### config.mk
export PLATFORM = sky130hd
export DESIGN_NAME = jtkiwi_vout
export DESIGN_NICKNAME = d
export VERILOG_FILES = /design/src/rtl/jtkiwi_vout_pkg.sv /design/src/rtl/jtkiwi_vout_meas.sv /design/src/rtl/jtkiwi_vout.sv
export SDC_FILE = /design/constraint.sdc
export NUM_CORES = 1
export LEC_CHECK = 0
export BUFFER_PORTS_ARGS = -buffer_cell sky130_fd_sc_hd__buf_2
export CAP_MARGIN = 20
export CORE_MARGIN = 2
export CORE_UTILIZATION = 41
export DETAILED_ROUTE_END_ITERATION = 10
export SLEW_MARGIN = 10
export SYNTH_ARGS = -nofsm -noshare
export SYNTH_HDL_FRONTEND = slang
export SYNTH_SLANG_ARGS = --single-unit
### constraint.sdc
create_clock -name clk -period 2.25 [get_ports clk]
set_input_delay 0.45 -clock clk [delete_from_list [all_inputs] [get_ports clk]]
set_output_delay 0.45 -clock clk [all_outputs]
set_load 0.01 [all_outputs]
### src/rtl/jtkiwi_vout_pkg.sv
// Shared constants and types for the Kiwi video output stage.
package jtkiwi_vout_pkg;

    localparam int CIN_W  = 5;
    localparam int COUT_W = 8;
    localparam int CNT_W  = 9;
    localparam logic [CNT_W-1:0] CNT_SAT = 9'd511;

    typedef enum logic [1:0] {
        PAT_PASS  = 2'd0,
        PAT_BARS  = 2'd1,
        PAT_GRID  = 2'd2,
        PAT_WHITE = 2'd3
    } pat_e;

    typedef enum logic [1:0] {
        LK_INIT = 2'd0,
        LK_ONE  = 2'd1,
        LK_RUN  = 2'd2
    } lk_e;

    typedef struct packed {
        logic [COUT_W-1:0] r;
        logic [COUT_W-1:0] g;
        logic [COUT_W-1:0] b;
    } rgb_t;

    typedef struct packed {
        logic lhbl;
        logic lvbl;
        logic hs;
        logic vs;
    } sync_t;

    function automatic logic [COUT_W-1:0] expand(input logic [CIN_W-1:0] c);
        return {c, c[CIN_W-1 -: 3]};
    endfunction

endpackage

### src/rtl/jtkiwi_vout_meas.sv
// Sync edge detection plus line/frame length measurement and timing lock flag.
module jtkiwi_vout_meas
    import jtkiwi_vout_pkg::*;
(
    input  logic             clk,
    input  logic             rst,
    input  logic             pxl_cen,
    input  logic             lhbl,
    input  logic             lvbl,
    input  logic             hs,
    input  logic             vs,
    output logic             lhbl_rise,
    output logic             lvbl_rise,
    output logic [CNT_W-1:0] hlen,
    output logic [CNT_W-1:0] vlen,
    output logic             locked
);

    function automatic logic [CNT_W-1:0] sat_inc(input logic [CNT_W-1:0] v);
        return (v == CNT_SAT) ? v : v + 9'd1;
    endfunction

    sync_t            prev;
    logic             hs_rise, vs_rise;
    logic [CNT_W-1:0] hcnt, vcnt, hlen_prev, vlen_prev, hlen_new;
    logic             match, lock_nxt;
    lk_e              lk_st, lk_nxt;

    assign lhbl_rise = lhbl & ~prev.lhbl;
    assign lvbl_rise = lvbl & ~prev.lvbl;
    assign hs_rise   = hs   & ~prev.hs;
    assign vs_rise   = vs   & ~prev.vs;

    // A line ending on the same cen as the frame must count in this frame's comparison
    always_comb begin
        hlen_new = hs_rise ? hcnt : hlen;
        match    = (hlen_new == hlen_prev) && (vcnt == vlen_prev) &&
                   (hlen_new != CNT_SAT) && (vcnt != CNT_SAT);
        lk_nxt   = lk_st;
        lock_nxt = locked;
        if (vs_rise) begin
            case (lk_st)
                LK_INIT: begin lk_nxt = LK_ONE; lock_nxt = 1'b0;  end
                LK_ONE:  begin lk_nxt = LK_RUN; lock_nxt = 1'b0;  end
                default: begin lk_nxt = LK_RUN; lock_nxt = match; end
            endcase
        end
    end

    always_ff @(posedge clk) begin
        if (rst) begin
            prev      <= '0;
            hcnt      <= '0;
            vcnt      <= '0;
            hlen      <= '0;
            vlen      <= '0;
            hlen_prev <= '0;
            vlen_prev <= '0;
            lk_st     <= LK_INIT;
            locked    <= 1'b0;
        end else if (pxl_cen) begin
            prev   <= '{lhbl: lhbl, lvbl: lvbl, hs: hs, vs: vs};
            lk_st  <= lk_nxt;
            locked <= lock_nxt;
            if (hs_rise) begin
                hlen <= hcnt;
                hcnt <= 9'd1;
            end else begin
                hcnt <= sat_inc(hcnt);
            end
            if (vs_rise) begin
                vlen      <= vcnt;
                vcnt      <= hs_rise ? 9'd1 : 9'd0;
                hlen_prev <= hlen_new;
                vlen_prev <= vcnt;
            end else if (hs_rise) begin
                vcnt <= sat_inc(vcnt);
            end
        end
    end

endmodule

### src/rtl/jtkiwi_vout.sv
// Kiwi video output: sync-aligned pixel pipeline, colour expansion, test patterns, blanking.
// Optional scanline dimming is built when JTKIWI_SCANLINE_EN is defined.
module jtkiwi_vout
    import jtkiwi_vout_pkg::*;
#(
    parameter int PIPE = 2
) (
    input  logic              clk,
    input  logic              rst,
    input  logic              pxl_cen,
    input  logic              LHBL,
    input  logic              LVBL,
    input  logic              HS,
    input  logic              VS,
    input  logic [CIN_W-1:0]  red,
    input  logic [CIN_W-1:0]  green,
    input  logic [CIN_W-1:0]  blue,
    input  logic [1:0]        pat_sel,
    input  logic              scan_en,
    output logic [COUT_W-1:0] r8,
    output logic [COUT_W-1:0] g8,
    output logic [COUT_W-1:0] b8,
    output logic              LHBL_o,
    output logic              LVBL_o,
    output logic              HS_o,
    output logic              VS_o,
    output logic              de,
    output logic [CNT_W-1:0]  hlen,
    output logic [CNT_W-1:0]  vlen,
    output logic              locked
);

`ifdef JTKIWI_SCANLINE_EN
    function automatic logic [COUT_W-1:0] dim75(input logic [COUT_W-1:0] c);
        return c - (c >> 2);
    endfunction
`else
    logic unused_scan_en;
    assign unused_scan_en = scan_en;
`endif

    logic             lhbl_rise, lvbl_rise;
    logic [CNT_W-1:0] hpos, vline, hpos_nxt, vline_nxt;
    pat_e             pat;
    rgb_t             pat_rgb, mix_rgb;
    rgb_t             rgb_p  [PIPE];
    sync_t            sync_p [PIPE];

    jtkiwi_vout_meas u_meas (
        .clk       (clk),
        .rst       (rst),
        .pxl_cen   (pxl_cen),
        .lhbl      (LHBL),
        .lvbl      (LVBL),
        .hs        (HS),
        .vs        (VS),
        .lhbl_rise (lhbl_rise),
        .lvbl_rise (lvbl_rise),
        .hlen      (hlen),
        .vlen      (vlen),
        .locked    (locked)
    );

    // The pixel entering on an LHBL rise is hpos 0, so patterns use the next-state position
    always_comb begin
        hpos_nxt  = lhbl_rise ? '0 : hpos + 9'd1;
        vline_nxt = vline;
        if (lvbl_rise)      vline_nxt = '0;
        else if (lhbl_rise) vline_nxt = vline + 9'd1;

        pat     = pat_e'(pat_sel);
        pat_rgb = '{r: expand(red), g: expand(green), b: expand(blue)};
        case (pat)
            PAT_BARS:  pat_rgb = '{r: {COUT_W{hpos_nxt[5]}},
                                   g: {COUT_W{hpos_nxt[6]}},
                                   b: {COUT_W{hpos_nxt[7]}}};
            PAT_GRID:  pat_rgb = {3{((hpos_nxt[3:0] == 4'd0) || (vline_nxt[3:0] == 4'd0))
                                    ? 8'hFF : 8'h00}};
            PAT_WHITE: pat_rgb = '1;
            default:   ;
        endcase

        mix_rgb = pat_rgb;
`ifdef JTKIWI_SCANLINE_EN
        if (scan_en && vline_nxt[0])
            mix_rgb = '{r: dim75(pat_rgb.r), g: dim75(pat_rgb.g), b: dim75(pat_rgb.b)};
`endif
    end

    always_ff @(posedge clk) begin
        if (rst) begin
            hpos  <= '0;
            vline <= '0;
            for (int i = 0; i < PIPE; i++) begin
                rgb_p[i]  <= '0;
                sync_p[i] <= '0;
            end
        end else if (pxl_cen) begin
            hpos  <= hpos_nxt;
            vline <= vline_nxt;
            // stage 1: pattern/dimmed colour joins the sync bits
            rgb_p[0]  <= mix_rgb;
            sync_p[0] <= '{lhbl: LHBL, lvbl: LVBL, hs: HS, vs: VS};
            // stages 2..PIPE: plain delay
            for (int i = 1; i < PIPE; i++) begin
                rgb_p[i]  <= rgb_p[i-1];
                sync_p[i] <= sync_p[i-1];
            end
        end
    end

    // output: blanking applied on the aligned data-enable
    assign LHBL_o = sync_p[PIPE-1].lhbl;
    assign LVBL_o = sync_p[PIPE-1].lvbl;
    assign HS_o   = sync_p[PIPE-1].hs;
    assign VS_o   = sync_p[PIPE-1].vs;
    assign de     = LHBL_o & LVBL_o;
    assign r8     = de ? rgb_p[PIPE-1].r : '0;
    assign g8     = de ? rgb_p[PIPE-1].g : '0;
    assign b8     = de ? rgb_p[PIPE-1].b : '0;

endmodule

Word level (Yosys, flattened, before mapping)

Memories as Yosys holds them, arrays and structs flattened.
Index checks and enable logic that the tools add are counted.

Output and inout port bits: 48
Logic and storage cells: 85
Bits in registers: 70
Memories: 2
Memory bits (writable): 56

Memories:

| name   | depth | width | read ports | clocked after memory_dff | write ports | RTL line          | text |
|---|---|---|---|---|---|---|---|
| rgb_p  | 2     | 24    | 2          | 0                        | 2           | jtkiwi_vout.sv:46 | `rgb_t rgb_p [PIPE];` |
| sync_p | 2     | 4     | 2          | 0                        | 2           | jtkiwi_vout.sv:47 | `sync_t sync_p [PIPE];` |

Reduce and logical (&&, ||, !) cells: 14
Muxes and demuxes: 26
Eq/ne operators: 12
Bitwise gates (word level): 13
Add/sub/neg operators: 4

Operators by type and width:

| cell                  | count |
|---|---|
| $mux W9               | 9 |
| $pmux W24 S3          | 1 |
| $mux W24              | 2 |
| $add A9 B1 Y9 const B | 4 |
| $mux W8               | 4 |
| $eq A9 B9 Y1          | 2 |
| $eq A9 B9 Y1 const B  | 2 |
| $ne A9 B9 Y1 const B  | 2 |
| $logic_not A4 Y1      | 2 |
| $mux W4               | 2 |
| $mux W1               | 7 |
| $reduce_and A2 Y1     | 3 |
| $and A1 B1 Y1         | 5 |
| $eq A2 B1 Y1 const B  | 2 |
| $eq A2 B2 Y1 const B  | 2 |
| $ne A2 B1 Y1 const B  | 2 |
| $not A1 Y1            | 4 |
| $or A1 B1 Y1          | 4 |
| $reduce_bool A2 Y1    | 2 |
| $logic_and A1 B1 Y1   | 3 |
| $reduce_and A3 Y1     | 1 |
| $logic_not A2 Y1      | 1 |
| $mux W2               | 1 |
| $reduce_or A2 Y1      | 1 |
| $logic_or A1 B1 Y1    | 1 |

Logic depth before layout (Yosys ltp)

Word-level depth: 9
Depth in mapped cells: 10
Gate-level depth less buffers: 10

By module

Synthesis repeated with hierarchy kept, for this count alone.

Cell total of the unflattened synthesis: 544
Area total of the unflattened synthesis: 4978.5 um^2

By module, submodules not included:

| module           | area each (um^2) | seq. area each (um^2) | times used | cells each |
|---|---|---|---|---|
| jtkiwi_vout_meas | 2610.0           | 1041.0                | 1          | 322 |
| jtkiwi_vout      | 2368.5           | 1381.3                | 1          | 222 |

Worst setup path after synthesis

OpenSTA, ideal clock, no wires.

Kind: input to register
Start: input pxl_cen
End: memory rgb_p[0][11] in the netlist's numbering, enable pin
Setup slack: 109 ps
Cell stages on the path: 4
Data arrival time: 1749 ps
Setup time: 392 ps
Required time: 1858 ps
Path buffers: 2
Path through: buf_4 > clkbuf_1 > nor2_1 > inv_1

RTL lines:

| item               | RTL line          | text |
|---|---|---|
| start: declaration | jtkiwi_vout.sv:10 | `input logic pxl_cen,` |
| end: declaration   | jtkiwi_vout.sv:46 |  |

Worst setup path after layout

Start: register u_meas.vcnt[0]
End: register u_meas.locked

Word-level cells in the longest chain between the ends: 5

Ends and longest elaborated chain:

| item                             | RTL line               | text |
|---|---|---|
| start: declaration               | jtkiwi_vout_meas.sv:25 | `logic [CNT_W-1:0] hcnt, vcnt, hlen_prev, vlen_prev, hlen_new;` |
| start signal: assignment         | jtkiwi_vout_meas.sv:73 | `vcnt <= hs_rise ? 9'd1 : 9'd0;` |
| start signal: assignment         | jtkiwi_vout_meas.sv:77 | `vcnt <= sat_inc(vcnt);` |
| $eq A9 B9 Y1                     | jtkiwi_vout_meas.sv:37 | `match = (hlen_new == hlen_prev) && (vcnt == vlen_prev) &&` |
| $logic_and A1 B1 Y1 (2 in a row) | jtkiwi_vout_meas.sv:37 |  |
| $logic_and A1 B1 Y1 (*)          | jtkiwi_vout_meas.sv:38 | `(hlen_new != CNT_SAT) && (vcnt != CNT_SAT);` |
| $mux W1 (*)                      | jtkiwi_vout_meas.sv:42 | `case (lk_st)` |
| end signal: assignment           | jtkiwi_vout_meas.sv:64 | `locked <= lock_nxt;` |
| end: declaration                 | jtkiwi_vout_meas.sv:16 | `output logic locked` |

Mark *: on every way between the ends. The rest lies on a longest branch, timed or not.
A chain may end at the register's enable or synchronous reset.

==> key figures <==
Setup path
  – Reg2reg setup slack: ~0.096 ns
  – Worst EP required: approximately 2.5 ns
  – Critical Path End Type: flip-flop
  – Worst Setup Path Type: reg2reg
  – Reg2Reg Depth: 9
  – Critical R2R Launch: u_meas.vcnt[0]
  – CP Data Arrival Time: roughly 2.4 ns
  – Worst r2r dst: u_meas.locked
  – CP max FO: 3
  – Crit path launch type: flip-flop

Timing
  – Maximum clock rate: between 400 and 500 MHz
  – Final period util: 95.7%
  – Worst slew pin tran: 0.494 ns
  – Slew Limit Fails: 0
  – Worst slew margin: 66.8%
  – Fin Setup TNS: 0 ns
  – Tmin final: between 2 and 2.5 ns
  – Endpoints failing setup: 0
  – Final Hold Viols: 0
  – Final Skew: approximately 0.0062 ns

Min path
  – Hold WC Path Type: reg2reg
  – Min-Delay Endpoint: u_meas.prev[0]
  – Hold Crit Start: u_meas.prev[0]
  – Hold path depth: 1

Run
  – MaxCap Viol Count: 0

GRT
  – Global-route wire length before repair: 17.7 mm
  – Gr ovfl total: 0
  – Initial antenna violation count: 0
  – Vias in the first global route: ~3600
  – Pin count of the biggest net entering global routing: 39
  – GRT Util Overall: 17.3%

Logic synthesis
  – Mapped Avg Cell Area: approximately 9.6 um^2
  – Ranking of synthesized cells by area: dfxtp_1 (27%), edfxtp_1 (24%), nor2_1 (4.2%)
  – Yosys warning total: 0
  – Area leader, netlist: dfxtp_1
  – Synthesized netlist net count: roughly 530
  – Synth top cells by count: dfxtp_1 (64), nor2_1 (54), nand2_1 (46)
  – Sequential cell area fraction in the yosys report: around half
  – Primary FF master, synth: dfxtp_1
  – Count of cell types in the netlist: 50
  – Most common cell in the netlist: dfxtp_1
  – Post-synth ARST share: 0%
  – #FFs+latches synth: between 100 and 150
  – Syn Inst Count: between 400 and 500
  – Number of enable flip-flop cells after synthesis: 38
  – Post-synthesis cell area: 4790 um^2
  – Share of the synthesized area in the top cell type: a little over a quarter

Layout
  – Total Nets Final: 601
  – Non-filler cells, final: just over 700
  – P&R area growth vs syn: 18.3%
  – Antenna cells: 0
  – Sequential Area: 2420 um^2
  – Layout cells sized above 1: about a fifth
  – Area of the multi-input gates: around 2200 um^2
  – Fill cell count: 1086

CTS
  – CTS buffer count: 9
  – Postcts setup bufs: 0
  – CTS tree: done
  – Buffer levels on the longest clock path: 2
  – Clk root buf: clkbuf_16
  – CTS H-Tree Depth: 3
  – Clk slew on worst S/H paths: around 0.070 ns
  – Clk Latency, worst-skew pair: roughly 0.34 ns
  – CTS Sinks: slightly above 100

Pwr
  – Pwr dens: 691 nW/um^2
  – Static leakage: between 2 and 2.5 nW
  – Max VDD drop: about 0.41 mV

Drt
  – Drt wl/cell: 14.7 um
  – Via density: approximately 5.2
  – Number of remaining DRC errors: 0
  – Iteration-0 DRC Markers: between 150 and 200
  – WL final: between 10 and 15 mm
  – Detail Route Antenna Nets: 0
  – Vias: approximately 3800
  – Pre-Repair DR Iteration Count: 4

Die
  – Die outline height: 112 um
  – Die X: about 110 um
  – Floorplan core area: ~11000 um^2
  – Cell Rows: 39
  – Total I/O pin count: 73
  – Die ar.: 12600 um^2
  – Initial Utilization: approximately two fifths

Place
  – DPL Wire Length: ~7.5 mm
  – Port buffer count: 71
  – Placed cell count: around 700
  – GPL Wtd Cong: 0.856

Outcome
  – Status: finished clean
-- worst max-delay path by stage --
stage | startpoint | end | depth (start not counted)
detailed placement | u_meas.vcnt[0] | u_meas.locked | 9
CTS | u_meas.vcnt[0] | u_meas.vcnt[7] | 10
finish | u_meas.vcnt[0] | u_meas.locked | 9
floorplan | pxl_cen | rgb_p[0][11] | 4
global placement | u_meas.vcnt[0] | u_meas.locked | 9
global route | u_meas.vcnt[0] | u_meas.locked | 9
-- timing repair --
item                                    CTS  global route
pin swaps                                 0             1
gates resized for setup                   1             7
endpoints found under the setup margin    1             4
hold buffers                              0             0
-- where the power goes --
group / switching (W) / total, W / internal (W) / leakage, nW
Clock: 0.000705 / 0.00159 / 0.000883 / 0.146
Sequential: 0.0000345 / 0.00202 / 0.00199 / 0.935
Combinational: 0.000186 / 0.000309 / 0.000123 / 1.36
Total: 0.000926 / 0.00392 / 0.00299 / 2.45
-- state kept, by name (all words and copies together), names as in the netlist --
register and cells:
u_meas.vlen 9, hpos 8, vline 4, u_meas.lk_st 2, sync_p 8, u_meas.prev 4, rgb_p 30, u_meas.vcnt 9
u_meas.hlen_prev 9, u_meas.hcnt 9, u_meas.locked 1, u_meas.hlen 9
-- worst max-delay path: stages, from the launching register on --
cell	delay, ns
dfxtp_1	0.32
ha_1	0.21
nand2_1	0.08
nor2_1	0.05
and3_1	0.18
ha_2	0.19
nor3b_2	0.18
o2111ai_1	0.12
or4_1	0.51
a211oi_2	0.22
-- layer usage --
layer	GRT usage [%]	vias up	part of all wire [%]
met5	0	-	0
li1	-	1904	-
met1	24.6	1762	50
met3	3.56	11	4.0
met4	6.91	0	1.7
met2	26.0	82	45
-- area by class of cell --
cell class	count	share of cell area [%]
clock buffers	10	4.04
clock inverters	6	1.33
inverters	12	0.795
multi-input cells	349	38.3
flip-flops and latches	102	42.8
well taps	143	3.16
repair buffers	96	9.59
-- cells in the final DEF (no fill, tap or decap), types with 2 or more instances in the layout --
cell,count
a211oi_1,2
a21o_1,5
a21oi_1,19
a221oi_1,2
a22o_1,9
a22oi_1,8
a31oi_1,17
and2_1,25
and3_1,19
buf_2,71
buf_4,25
clkbuf_16,9
dfxtp_1,64
edfxtp_1,38
ha_1,5
inv_1,12
inv_6,3
mux2i_1,12
nand2_1,46
nand2b_1,7
nand3_1,11
nand4_1,7
nor2_1,54
nor2b_1,4
nor3_1,16
nor3b_2,2
o21ai_0,14
o221ai_1,2
o22ai_1,6
xnor2_1,20
xor2_1,13
-- cells by family (layout without fill, tap and decap cells) --
| logic type | after synthesis | in the layout | synth area share [%] |
|---|---|---|---|
| and+or+nand+nor | 202 | 202 | 20.9 |
| DFF | 102 | 102 | 50.6 |
| AOI/OAI and AO/OA | 95 | 95 | 13.4 |
| buffers and inverters | 47 | 124 | 4.76 |
| xor gates and xnor gates | 33 | 33 | 6.04 |
| muxes | 13 | 13 | 2.74 |
| adders and majority gates | 6 | 6 | 1.57 |
-- metrics by stage --
stage	total power (W)	area, um^2	setup WS, ns	util, %	hold WS, ns
finish	0.00392	5660	0.0959	49.6	0.461
global route	0.00409	5660	-0.0253	49.6	0.470
CTS	0.00395	5640	0.0366	49.4	0.461
detailed placement	0.00237	5330	0.0229	46.7	0.445
global placement	0.00236	5330	0.0475	46.7	0.439
floorplan	0.00225	4790	0.109	-	0.427
Power figures use the tool's default switching activity.
